`config.mk`:
```
export PLATFORM = sky130hd
export DESIGN_NAME = regfile_sb
export DESIGN_NICKNAME = d
export VERILOG_FILES = /design/src/rtl/regfile_sb.sv
export SDC_FILE = /design/constraint.sdc
export NUM_CORES = 2
export LEC_CHECK = 0
export CORE_UTILIZATION = 40
export DETAILED_ROUTE_END_ITERATION = 8
export PLACE_DENSITY_LB_ADDON = 0.25
export SETUP_SLACK_MARGIN = 0.15
export SYNTH_ARGS = -nofsm -noshare
export SYNTH_HDL_FRONTEND = slang
export SYNTH_SLANG_ARGS = --single-unit
```
`constraint.sdc`:
```
create_clock -name clk -period 6.9 [get_ports clk]
set_clock_uncertainty 0.1 [all_clocks]
set_input_delay 0.69 -clock clk [delete_from_list [all_inputs] [get_ports clk]]
set_output_delay 0.69 -clock clk [all_outputs]
set_load 0.005 [all_outputs]
```
`src/rtl/regfile_sb.sv`:
```
// -----------------------------------------------------------------------------
// regfile_sb
//
// Integer register file with a busy scoreboard for the pipelined core. It sits
// between decode and execute, and writeback drives the write port.
//
// - Two combinational read ports. When BYPASS != 0, the write data is forwarded
//   to a read port in the same cycle.
// - One synchronous write port. Writeback is always accepted.
// - Operand-B select: register rd2 or the immediate.
// - One busy bit per register. It tracks long-latency writebacks so decode can
//   stall on RAW hazards.
// - Register 0 reads as zero. It is never written and never busy.
//
// Ports
//   clk       in   1       rising-edge clock
//   rst_n     in   1       asynchronous active-low reset
//   ra1, ra2  in   AW      read addresses
//   rd1, rd2  out  XLEN    read data (combinational)
//   use1/2    in   1       decode really consumes ra1 / ra2
//   imm       in   XLEN    sign-extended immediate
//   opb_sel   in   2       2'b01 -> srcb = rd2, any other value -> srcb = imm
//   srcb      out  XLEN    ALU operand B
//   we,wa,wd  in           writeback enable / address / data
//   iss_en    in   1       long-latency op issued, marks iss_rd busy
//   iss_rd    in   AW      destination of the issued op
//   hz1, hz2  out  1       RAW hazard on port 1 / port 2
//   stall     out  1       hz1 | hz2
//   pend_cnt  out  AW+1    number of busy registers (registered)
// -----------------------------------------------------------------------------
module regfile_sb #(
    parameter  int XLEN   = 32,
    parameter  int NREG   = 32,
    parameter  int BYPASS = 1,
    localparam int AW     = $clog2(NREG)
) (
    input  logic            clk,
    input  logic            rst_n,
    input  logic [AW-1:0]   ra1,
    input  logic [AW-1:0]   ra2,
    output logic [XLEN-1:0] rd1,
    output logic [XLEN-1:0] rd2,
    input  logic            use1,
    input  logic            use2,
    input  logic [XLEN-1:0] imm,
    input  logic [1:0]      opb_sel,
    output logic [XLEN-1:0] srcb,
    input  logic            we,
    input  logic [AW-1:0]   wa,
    input  logic [XLEN-1:0] wd,
    input  logic            iss_en,
    input  logic [AW-1:0]   iss_rd,
    output logic            hz1,
    output logic            hz2,
    output logic            stall,
    output logic [AW:0]     pend_cnt
);

    logic [XLEN-1:0] mem_q [NREG];
    logic [XLEN-1:0] mem_d [NREG];
    logic [NREG-1:0] busy_q;
    logic [NREG-1:0] busy_d;
    logic [AW:0]     pend_cnt_q;
    logic [AW:0]     pend_cnt_d;

    logic bypass_on;
    logic wr_ok;
    logic iss_ok;
    logic fwd1;
    logic fwd2;
    logic busy_rise;
    logic busy_fall;

    assign bypass_on = (BYPASS != 0);
    assign wr_ok     = we && (wa != '0);
    assign iss_ok    = iss_en && (iss_rd != '0);

    // Forwarding a write to x0 is never needed because x0 reads as zero.
    assign fwd1 = bypass_on && wr_ok && (wa == ra1);
    assign fwd2 = bypass_on && wr_ok && (wa == ra2);

    // ---------------------------------------------------------------- read
    always_comb begin
        rd1 = '0;
        if (ra1 != '0) begin
            rd1 = fwd1 ? wd : mem_q[ra1];
        end
    end

    always_comb begin
        rd2 = '0;
        if (ra2 != '0) begin
            rd2 = fwd2 ? wd : mem_q[ra2];
        end
    end

    assign srcb = (opb_sel == 2'b01) ? rd2 : imm;

    // -------------------------------------------------------------- hazard
    // A writeback that matches the read address clears the hazard in the same
    // cycle, but only when its data is forwarded. Without forwarding, the
    // reader must wait one more cycle for the array to update.
    assign hz1   = use1 && (ra1 != '0) && busy_q[ra1] && !fwd1;
    assign hz2   = use2 && (ra2 != '0) && busy_q[ra2] && !fwd2;
    assign stall = hz1 | hz2;

    // --------------------------------------------------- next-state update
    // The issue is applied after the write. When both hit the same register,
    // the new issue wins and the register stays busy.
    always_comb begin
        mem_d  = mem_q;
        busy_d = busy_q;
        if (wr_ok) begin
            mem_d[wa]  = wd;
            busy_d[wa] = 1'b0;
        end
        if (iss_ok) begin
            busy_d[iss_rd] = 1'b1;
        end
        mem_d[0]  = '0;
        busy_d[0] = 1'b0;
    end

    // At most one busy bit can rise (issue) and one can fall (writeback) per
    // edge. The counter therefore tracks popcount(busy) with a +1/-1 step.
    // busy[0] never rises, so the count stays within 0..NREG-1 and cannot wrap.
    assign busy_rise = iss_ok && !busy_q[iss_rd];
    assign busy_fall = wr_ok && busy_q[wa] && !(iss_ok && (iss_rd == wa));

    always_comb begin
        pend_cnt_d = pend_cnt_q
                   + {{AW{1'b0}}, busy_rise}
                   - {{AW{1'b0}}, busy_fall};
    end

    assign pend_cnt = pend_cnt_q;

    // ------------------------------------------------------------- flops
    always_ff @(posedge clk or negedge rst_n) begin
        if (!rst_n) begin
            mem_q      <= '{default: '0};
            busy_q     <= '0;
            pend_cnt_q <= '0;
        end else begin
            mem_q      <= mem_d;
            busy_q     <= busy_d;
            pend_cnt_q <= pend_cnt_d;
        end
    end

endmodule
```
# == Word level (Yosys, flattened, before mapping) ==
# Index checks and enable logic that the tools add are counted.
# classes
add_sub_neg,2
n_lt_le_gt_ge,10
eq_ne,4
mux,28
bitwise_logic,7
n_reduce_logical,25
# op_table
operator,n
bitwise mux 1024 bit,1
2-to-1 mux 32 bit,12
binary-select mux 32 bit (select 5 bit),2
demux 32 bit (select 5 bit),1
bitwise AND 32 bit,1
inverter 32 bit,1
bitwise OR 32 bit,1
"< comparator 5 x 6 -> 1 bit, second input constant",4
binary-select mux 1 bit (select 5 bit),4
nonzero test 5 bit,4
">= comparator 6 bit, second input constant",3
inverter 5 -> 6 bit,3
logical AND 1 bit,17
equality test 5 bit,3
demux 1 bit (select 5 bit),2
">= comparator 5 x 1 -> 1 bit, second input constant",2
adder 6 x 1 -> 6 bit,1
"< comparator 6 x 1 -> 1 bit, second input constant",1
2-to-1 mux 1 bit,6
subtractor 6 x 1 -> 6 bit,1
logical NOT 1 bit,4
"equality test 2 x 1 -> 1 bit, second input constant",1
bitwise OR 1 bit,1
# totals
reg_bits,1029
inputBits,92
out_inout_bits,105
wordCells,109

# == Logic depth before layout (Yosys ltp) ==
# depth
word_depth,9
depth_mapped,16
ltp_nobuf,14

# == Least setup slack after synthesis ==
# Ideal clock, no wire load.
# synth_path
path_kind,input to register
startpoint,in iss_rd[0]
endpoint,reg pend_cnt_q[4] (netlist: pend_cnt[4])
setup_ns,0.080
t_arrival_ns,3.309
required_time_ns,6.720
slack_ns,3.411
stages,14
path_buffers,1
cell_sequence,buf_2 -> mux4_2 -> mux2_2 -> nand3_1 -> o311a_1 -> o21ai_0 -> ha_1 -> inv_1 -> ha_1 -> fa_1 -> a21oi_1 -> nor2_1 -> nor2_1 -> xnor2_1
# synth_between
elab_chain_len,6
word_cells_on_any_way,12
cone_classes,2 x add/sub; 1 x eq/ne; 2 x mux; 7 x reduce/logical
# synth_rtl
item,line_no,source
"start, declared",52,"input logic [AW-1:0] iss_rd,"
binary-select mux 1 bit (select 5 bit) / nonzero test 5 bit (equally long branches),"127, 76",
2-to-1 mux 1 bit (not written as such) / logical AND 1 bit (equally long branches),"127, 76",
logical NOT 1 bit / logical AND 1 bit (equally long branches),"127, 128",
logical AND 1 bit / logical NOT 1 bit (equally long branches),"127, 128",
adder 6 x 1 -> 6 bit / logical AND 1 bit (equally long branches),"132, 128",
subtractor 6 x 1 -> 6 bit (*),133,"- {{AW{1'b0}}, busy_fall};"
via pend_cnt_d[4],64,logic [AW:0] pend_cnt_d;
"end signal, assigned",147,pend_cnt_q <= pend_cnt_d;
"end, declared",63,logic [AW:0] pend_cnt_q;
# Mark *: on every way through the listed nets, which the timed path passes. The rest lies on a longest branch. The select of a mux whose other input is x is not followed.
# A chain may end at the register's enable or synchronous reset.

# == Final worst setup path ==
# layout_path
startpoint,in ra2[4]
endpoint,out srcb[31]
# layout_between
elab_chain_len,7
word_cells_on_any_way,10
cone_classes,1 x eq/ne; 6 x mux; 1 x bitwise; 2 x reduce/logical
# layout_rtl
item,line_no,source
"start, declared",40,"input logic [AW-1:0] ra2,"
inverter 5 -> 6 bit (not written as such),93,rd2 = fwd2 ? wd : mem_q[ra2];
binary-select mux 32 bit (select 5 bit),93,
2-to-1 mux 32 bit (not written as such) (2 in series),93,
2-to-1 mux 32 bit,93,
2-to-1 mux 32 bit (*),92,if (ra2 != '0) begin
2-to-1 mux 32 bit (*),97,assign srcb = (opb_sel == 2'b01) ? rd2 : imm;
"end, declared",47,"output logic [XLEN-1:0] srcb,"
# Mark *: on every way between the ends. The rest lies on a longest branch, timed or not. The select of a mux whose other input is x is not followed.

==> run summary <==
The first detailed-routing pass took 9 iterations. The number of CTS-inserted buffers is between 100 and 150. The power share of the combinational group is 0.224. The total design power is approximately 19 mW. The power per unit of standard cell area is 286 nW/µm². The classification of the worst-slack hold path is in -> async.

The H-tree depth came out at 3. The cell with the most instances after synthesis is mux2_2. The per-cell routed wire length came out at 33.1 µm. The count of filler cells inserted in the layout came out at approximately 13,000.

In the synthesized netlist the dominant register cell turns out to be dfrtp_1. The floorplan die area is 145,000 µm². Setup violations remaining at the end of the flow were counted as 0.

The worst setup path is captured at an output port. After synthesis, the netlist uses 73 different library cells. The maximum resistive drop on vdd came out at ~0.19 mV. The HPWL after detailed placement is 122 mm.

Synthesis produced a netlist with a net count of 4,324. The synthesized area divided by synthesized cell count is roughly 14 µm². The clock tree from TritonCTS is done. The share of layout cells above drive strength 1 is 0.445. The number of warnings issued by yosys came out at 0.

The placer's final routability congestion estimate is 0.845. The area share of xor/xnor cells in the synthesized design came out at 0.00291. Ranked by instance count, the synthesized netlist is headed by 1,180 x mux2_2, 1,029 x dfrtp_1, 321 x mux4_2, 226 x mux2i_1, 217 x nor2_1.

The synthesized-area fraction occupied by adder cells is 0.00166. The number of placement rows is 138. The area added between synthesis and finish came out at 12.9%. The critical path startpoint category is an input port. The fraction of power spent switching nets is 0.287. The clock latency on the worst-skew pair is between 0.7 and 0.8 ns. The number of maximum-capacitance constraint violations came out at 0.

Setup repair after global routing left no endpoint under its margin. The share of synthesized area in the top cell type comes to 0.450. In this design, the critical path's most frequently occurring cell is buf_4. The number of clock sinks seen by CTS is about 1,000.

Summed over all layers, the routed wires come to just over 200 mm. The via count of the first global-routing pass is 40,000. The post-detailed-route via-to-cell ratio is about 6.5.

dfrtp_1 takes more of the synthesized area than any other cell. The headroom to the max-slew limit is 0.0817. The proportion of synthesized area in mux cells is 0.398. The register share of total power is 0.441. The count of flip-flops with a built-in enable after synthesis came out at 0.

The data arrival time at the worst-slack endpoint came out at around 4.5 ns. The area taken by flip-flops and latches is roughly 26,000 µm². The finished layout holds 6,222 standard cells, fillers aside. The multi-input gate area in the final layout came out at about 29,000 µm². Synthesis handed over a netlist of 4,225 instances. The synthesized cell area came out at ~57,000 µm². Summing all non-filler instances in the final layout gives an area of about 65,000 µm². The summed negative setup slack over all endpoints came out at 0 ns. In the finished design, the share of the clock period the worst path needs comes to 0.766. Of the total power, the clock network draws 0.335. ~200 I/O pins were placed.

The clock passes through at most 3 buffers. The total routing resource utilization after global routing is 0.282. For this run, design rule violations remaining after detail routing come to 0. The final max-slew violation count is 0. Clock-pin slew was measured on the worst setup and hold paths at around 0.06 ns. The leakage power is between 20 and 30 nW. The first-pass GRT wire length is 298 mm. The basic-gate share of the synthesized area counting and, or, nand and nor cells is 0.0374. In this run the standard cell core region covers between 100,000 and 150,000 µm². The run finished with clean final reports. After layout, the minimum clock period comes to 5.28 ns. The horizontal extent of the die is roughly 380 µm. The slowest stage cell on the critical path is nor4_1. The design internal power came out at roughly 13 mW. The setup path with the least slack is of type in -> out. The synthesized-area fraction occupied by ao, oa, aoi and oai cells came out at 0.0706.

The number of instances in the placed design is between 6,000 and 7,000. Once placement finished, the instance area stood at around 61,000 µm². The number of buffers inserted to repair setup after CTS is 0. The pin count of the biggest net entering global routing is approximately 150. The maximum clock rate came out at about 0.19 GHz. The overflow left after global routing is 0. The fraction of synthesis flops using an asynchronous set or reset pin came out at 1.00. The worst-case hold slack is 0.412 ns. The combinational family with the most area after synthesis is multiplexers. The net switching component of the power came out at between 5 and 6 mW.

The initial utilization of the core area, before any placement, comes to 0.404. The number of violations reported at the end of detailed-routing iteration 0 is roughly 4,600. The count of buffers from port buffering is between 150 and 200.

The signal on the critical path passes through buf_4 > or2_2 > buf_4 > a221oi_1 > nor4_1 > nor2_1 > o31ai_1 > clkdlybuf4s50_1. The fraction of the yosys area taken by sequential cells is 0.450. The count of endpoints failing hold in the final timing report came out at 0. Along the worst path, the maximum fanout reaches 36. After the last flow step, the layout net total stands at between 4,000 and 5,000. The initial antenna violation count came to 5. The tree is rooted in a clkbuf_16. The slew at the pin closest to its max-slew limit is approximately 1.4 ns. The detail route stage leaves a number of antenna-violating nets equal to 0.

The register bit total from synthesis is ~1,000. The delay of the slowest cell on the worst path is 0.83 ns. The required time reported for the critical path endpoint is roughly 6 ns. By area the synthesized netlist is led by dfrtp_1 45%, mux2_2 23%, mux4_2 13%. The via total after detailed routing is between 40,000 and 50,000. The die span in y is between 300 and 400 µm.
## worst paths after layout
| kind | start | end | slack (ns) | cells after the start |
|---|---|---|---|---|
| min | rst_n | mem_q[122] | 0.41 | 2 |
| max | ra2[4] | srcb[31] | 1.62 | 8 |
| min reg2reg | mem_q[181] | mem_q[181] | 0.42 | 1 |
| min in group clk | mem_q[181] | mem_q[181] | 0.42 | 1 |
| max in group asynchronous | rst_n | busy_q[27] | 4.64 | 4 |
| max reg2reg | busy_q[2] | pend_cnt[5] | 3.29 | 14 |
## placed cells by master (no fill, tap or decap), types with 10 or more instances in the layout
master and count:
clkbuf_16 114, o22ai_1 108, nand3_1 24, buf_4 143
o21ai_0 44, buf_12 13, mux2i_1 226, clkbuf_8 33
a22oi_1 60, a222oi_1 26, clkinv_2 20, and4_1 16
nand2_2 17, a31o_2 18, a221oi_1 69, a31oi_1 29
mux4_2 321, dfrtp_1 1029, nor2_1 204, nand2_1 57
nor2_4 13, mux2_2 1180, a22o_1 11, nor3_1 25
clkbuf_1 28, o31ai_1 46, clkdlybuf4s50_1 185, xor2_1 10
a2111o_1 26, a21oi_1 24, nor4_1 18, o221ai_1 30
## sequential cells by signal, summed over array words and instances (netlist names)
| name | cells |
|---|---|
| mem_q | 992 |
| pend_cnt | 6 |
| busy_q | 31 |
## layer usage
| metal | track usage | share of wire | vias to the layer above |
|---|---|---|---|
| met1 | 0.408 | 0.43 | 21600 |
| met5 | 0 | 0.000058 | - |
| met4 | 0.102 | 0.037 | 2 |
| met2 | 0.417 | 0.44 | 1996 |
| li1 | - | - | 16400 |
| met3 | 0.0592 | 0.088 | 384 |
## power by group through the flow
stage	Clock, mW	Sequential, mW	Combinational (mW)
floorplan	0	7.91	2.98
global placement	0	8.19	4.06
detailed placement	0	8.23	4.13
CTS	6.29	8.13	4.14
global route	6.54	8.32	4.42
finish	6.20	8.16	4.15
## worst max-delay path, delay by kind of cell
kind | cells | cell delay [ns]
buffers and inverters | 3 | 1.57
and+or+nand+nor | 3 | 1.74
AOI/OAI and AO/OA | 2 | 0.38
## cells by family (layout without fill, tap and decap cells)
group | after synthesis | after routing
mux | 1727 | 1727
flops | 1029 | 1029
compound gates | 533 | 533
buf+inv | 463 | 568
simple gates | 447 | 447
xor+xnor | 19 | 19
fa+ha+maj | 7 | 7
other cells | 0 | 2
## per-stage QoR
stage	util	worst slack (ns)
after detailed placement	0.429	1.73
after floorplan	-	3.41
after global placement	0.429	1.26
after CTS	0.456	1.70
final	0.456	1.62
after global routing	0.456	1.45
## cell type report
| class | instances | share of cell area |
|---|---|---|
| Antenna cell | 2 | 0.0000774 |
| Clock buffer | 175 | 0.0528 |
| Clock inverter | 33 | 0.00538 |
| Inverter | 9 | 0.000523 |
| Multi-Input combinational cell | 2733 | 0.455 |
| Sequential cell | 1029 | 0.398 |
| Tap cell | 1890 | 0.0366 |
| Timing Repair Buffer | 351 | 0.0511 |
## what timing repair did
| action | in CTS | in global routing |
|---|---|---|
| resized for setup | 0 | 0 |
| hold endpoints to repair | 64 | 0 |
| hold buffers | 1 | 0 |
(Power assumes the default switching activity.)
